`config.mk`:
```
export PLATFORM = sky130hd
export DESIGN_NAME = ifetch_unit
export DESIGN_NICKNAME = d
export VERILOG_FILES = /design/src/rtl/ifetch_unit.sv
export SDC_FILE = /design/constraint.sdc
export NUM_CORES = 1
export LEC_CHECK = 0
export ABC_AREA = 1
export BUFFER_PORTS_ARGS = -buffer_cell sky130_fd_sc_hd__buf_4
export CORE_MARGIN = 2
export CORE_UTILIZATION = 50
export DETAILED_ROUTE_END_ITERATION = 7
export MAX_ROUTING_LAYER = met4
export PLACE_DENSITY = 0.79
export RECOVER_POWER = 100
export SYNTH_ARGS = -nofsm -noshare
export SYNTH_HDL_FRONTEND = slang
export SYNTH_SLANG_ARGS = --single-unit
```
`constraint.sdc`:
```
create_clock -name clk -period 6.4 [get_ports clk]
set_input_delay 1.28 -clock clk [delete_from_list [all_inputs] [get_ports clk]]
set_output_delay 1.28 -clock clk [all_outputs]
set_load 0.01 [all_outputs]
```
`src/rtl/ifetch_unit.sv`:
```
// Instruction fetch front end: owns the fetch PC, reads imem combinationally and
// queues {pc, instr} pairs in a small prefetch FIFO toward decode.
//
// state   | meaning
// FETCH   | normal sequential fetch, pushing one word per cycle when space allows
// HALT    | last redirect target was misaligned; no fetching until an aligned redirect
module ifetch_unit #(
  parameter logic [31:0] RESET_PC   = 32'h0000_0000,
  parameter int          FIFO_DEPTH = 2
) (
  input  logic        clk,
  input  logic        rst,
  output logic [31:0] imem_a,
  input  logic [31:0] imem_rd,
  input  logic        redirect_valid,
  input  logic [31:0] redirect_pc,
  output logic        inst_valid,
  input  logic        inst_ready,
  output logic [31:0] inst,
  output logic [31:0] inst_pc,
  output logic        misalign_err
);

  localparam int AW = $clog2(FIFO_DEPTH);
  localparam logic [AW:0] DEPTH = (AW+1)'(FIFO_DEPTH);
  localparam logic [0:0] S_FETCH = 1'b0;
  localparam logic [0:0] S_HALT  = 1'b1;

  logic [31:0]   fetch_pc;
  logic [0:0]    state;
  logic [31:0]   pc_mem  [FIFO_DEPTH];
  logic [31:0]   ins_mem [FIFO_DEPTH];
  logic [AW-1:0] wr_ptr;
  logic [AW-1:0] rd_ptr;
  logic [AW:0]   count;
  logic          pop;
  logic          push;

  assign imem_a     = fetch_pc;
  assign inst_valid = (count != '0);
  assign inst       = ins_mem[rd_ptr];
  assign inst_pc    = pc_mem[rd_ptr];
  assign pop        = inst_valid & inst_ready;
  // A pop frees a slot in the same edge, so a full FIFO still accepts a word.
  assign push       = (state == S_FETCH) & ~redirect_valid & ((count < DEPTH) | pop);

  always_ff @(posedge clk or posedge rst) begin
    if (rst) begin
      fetch_pc     <= RESET_PC;
      state        <= S_FETCH;
      misalign_err <= 1'b0;
      wr_ptr       <= '0;
      rd_ptr       <= '0;
      count        <= '0;
      for (int i = 0; i < FIFO_DEPTH; i++) begin
        pc_mem[i]  <= '0;
        ins_mem[i] <= '0;
      end
    end else if (redirect_valid) begin
      wr_ptr <= '0;
      rd_ptr <= '0;
      count  <= '0;
      if (redirect_pc[1:0] == 2'b00) begin
        fetch_pc     <= redirect_pc;
        state        <= S_FETCH;
        misalign_err <= 1'b0;
      end else begin
        fetch_pc     <= {redirect_pc[31:2], 2'b00};
        state        <= S_HALT;
        misalign_err <= 1'b1;
      end
    end else begin
      if (push) begin
        pc_mem[wr_ptr]  <= fetch_pc;
        ins_mem[wr_ptr] <= imem_rd;
        wr_ptr          <= wr_ptr + AW'(1);
        fetch_pc        <= fetch_pc + 32'd4;
      end
      if (pop)
        rd_ptr <= rd_ptr + AW'(1);
      if (push && !pop)
        count <= count + (AW+1)'(1);
      else if (pop && !push)
        count <= count - (AW+1)'(1);
    end
  end

endmodule

```
==> results.toml <==
[global_route]
grtUsageTotal_pct = 24.8
antenna_found_initial = 0
grt_start_max_net_pins = 95
grt_pass1_wl_mm = 33.5
grt_overflow = 0
grt_pass1_vias = 6823

[floorplanning]
core-area_sq_um = 15800
die_area_sq_um = 17200
die-height_microns = 131
rows = 46
die-width_microns = 131
start_util_pct = 51.1
pin_count = 166

[logic_synthesis]
synth_nets = 1131
synth_seq_cells = 165
synth_edf_count = 0
yosysWarnings = 0
ys_seq_area_share_pct = 51.1
synthArstFlopShare_pct = 100
yosysMostFrequentCell = "nand2_1"
netlist_area_sq_um = 8090
yosysTopAreaCell = "dfrtp_1"
syn_inst = 1062
synth_area_per_cell_sq_um = 7.62
synth_cell_types = 27
ys.flop_type = "dfrtp_1"
netlist_top_cells_count = "nand2_1 (477), dfrtp_1 (165), o21ai_1 (118), inv_1 (99), nor2_1 (53)"
synth_area_leaders = "dfrtp_1 (51%), nand2_1 (22%), o21ai_1 (7.3%)"
synth_top_area_share_pct = 51.1

[sta]
worst_pin_slew_ps = 4110
fin_tns_setup_ps = 0
drv_slew = 131
hold_viol = 0
min_period_over_period_pct = 67.9
max-slew-margin-rel_pct = -175
setup_violations = 0
layout_min_cycle_time_ps = 4350
max_freq_ghz = 0.230
fin_worst_skew_ps = 6.50
rsz0062_at_grt = "false"

[placement]
gp_congestion = 0.897
dp_cells = 1398
place.port_buffers = 165
hpwl_mm = 13.8
placement.cell_area_sq_um = 9250

[clock_network]
h-tree-depth = 4
cts_sinks = 165
clockBufferDepth = 2
clock_latency_ps = 430
clockRootBuffer = "clkbuf_16"
holdBufCountCts = 0
ctsResizeCount = 0
cts_tree = "yes"
post_cts_buffers = 0
numCtsBuffers = 17
path_clk_slew_ps = 60

[power_and_ir_drop]
powerDensity_nw_per_um2 = 386
leakage_nw = 4.89
clockPowerShare_pct = 29.6
swShare_pct = 34.3
seq_power_share_pct = 43.5
p_int_w = 0.00241
peakVddDrop_uv = 213
power_switching_w = 0.00126
power_w = 0.00367
power_frac_comb_pct = 27.0

[routing]
drt-total-wl_mm = 20.4
drt-wirelength-per-cell_microns = 14.3
num_vias = 7250
viasPerCell = 5.07
drc_errors = 0
first_pass_iters = 5
drt-initial-drc-count = 627
antenna_left = 0

[worst_hold_path]
hold_path_class = "register to register"
hold_depth = 2

[final_layout]
layout-drive-gt1-share_pct = 9.23
utilization_pct = 60.0
area_growth_pct = 17.4
finalNonFillerCells = 1430
final_nets = 1270
antennaDiodeCount = 0
finish.instance_area_sq_um = 9500

[critical_path]
critical_path.max_stage_delay_ps = 1180
critPathKind = "primary input to register"
crit_chain = "clkbuf_1, nor2_8, o21ai_0, inv_6, nand2_4, buf_4, o21ai_0"
cp-start-kind = "primary input"
critPathRequiredTime_ps = 6680
cpMostUsedCell = "o21ai_0"
end_kind = "register"
reg2reg_depth = 6
cpMaxStageDelayCell = "clkbuf_1"
cp_max_fo = 74
arrival_ps = 4630

[run_status]
status = "finished with violations"
failed_checks = "capacitance limit, slew limit"

[job]
maxCapViolCount = 2
## layout by cell type (no fill, tap or decap)
| cell type | synthesis | final |
|---|---|---|
| xnor2_1 | 1 | 1 |
| clkbuf_4 | 0 | 1 |
| buf_4 | 2 | 73 |
| ha_1 | 1 | 1 |
| nand2_1 | 477 | 478 |
| dfrtp_1 | 165 | 164 |
| clkbuf_8 | 0 | 2 |
| clkinv_4 | 0 | 2 |
| nand2_4 | 3 | 2 |
| o21ai_0 | 41 | 155 |
| o21bai_1 | 3 | 3 |
| nand4_1 | 1 | 1 |
| clkbuf_16 | 0 | 17 |
| a22oi_1 | 1 | 1 |
| nor2_8 | 1 | 1 |
| xor2_1 | 5 | 5 |
| nand3_1 | 27 | 27 |
| inv_6 | 1 | 1 |
| clkbuf_1 | 19 | 96 |
| o22ai_1 | 1 | 1 |
| nor3_1 | 2 | 2 |
| a21oi_1 | 4 | 4 |
| nor2_1 | 53 | 53 |
| clkinv_2 | 0 | 4 |
| clkinvlp_4 | 0 | 3 |
| inv_1 | 99 | 98 |
| clkinvlp_2 | 0 | 1 |
| o221ai_1 | 3 | 3 |
| bufinv_16 | 0 | 4 |
| nand3b_1 | 1 | 1 |
| o211ai_1 | 3 | 3 |
| o21ai_1 | 118 | 5 |
| dfrtp_2 | 0 | 1 |
## area by class of cell
cell class	instances	area (sq um)
clock buffers	19	453
inverters	100	382
flip-flops and latches	165	4130
clock inverters	13	180
fillers	1538	6330
well taps	216	270
multi-input cells	747	3170
repair buffers	170	916
## critical path: cells and delay by family
kind | cells | cell delay (ps)
buffers and inverters | 3 | 1980
AOI/OAI and AO/OA | 2 | 660
and+or+nand+nor | 2 | 650
## power by group through the flow
stage                     clock network (W)  registers [W]  logic [W]
after global placement                    0        0.00160    0.00114
after global routing                0.00114        0.00164    0.00114
after floorplan                           0        0.00157   0.000704
final                               0.00108        0.00159   0.000989
after CTS                           0.00110        0.00159    0.00119
after detailed placement                  0        0.00160    0.00118
## path summary, 6_finish.rpt
path | end | slack (ps) | start
max reg2reg | ins_mem[6]$_DFFE_PP0P_ | 3300 | count[1]$_DFFE_PP0P_
min in group asynchronous | ins_mem[13]$_DFFE_PP0P_ | 2080 | rst
min reg2reg | ins_mem[5]$_DFFE_PP0P_ | 480 | ins_mem[5]$_DFFE_PP0P_
max in group asynchronous | pc_mem[17]$_DFFE_PP0P_ | 2120 | rst
max | ins_mem[6]$_DFFE_PP0P_ | 2050 | redirect_valid
min | ins_mem[5]$_DFFE_PP0P_ | 480 | ins_mem[5]$_DFFE_PP0P_
## metrics by stage
stage               setup slack [ps]  hold WS (ps)
finish                          2050           482
global route                    1340           500
CTS                             2520           488
detailed placement              2820           473
global placement                2910           465
floorplan                        658           453
## cell families after synthesis
family | share of synthesized area [%]
AND/OR/NAND/NOR | 27.2
AO/OA/AOI/OAI | 11.3
flip-flops | 51.1
buffers and inverters | 9.58
XOR/XNOR | 0.650
adder cells (fa/ha/maj) | 0.155
## registers in the layout, summed over array words and instances, names as in the netlist
register	flops
count	2
pc_mem	64
state	1
wr_ptr	1
rd_ptr	1
imem_a	32
ins_mem	64
## layer usage
metal | vias up | GRT usage [%] | part of all wire, %
met2 | 280 | 37.5 | 45
met4 | 0 | 7.61 | 1.6
met3 | 28 | 5.02 | 6.9
met5 | - | - | 0
li1 | 3577 | - | -
met1 | 3365 | 34.2 | 46
Power figures use the tool's default switching activity.
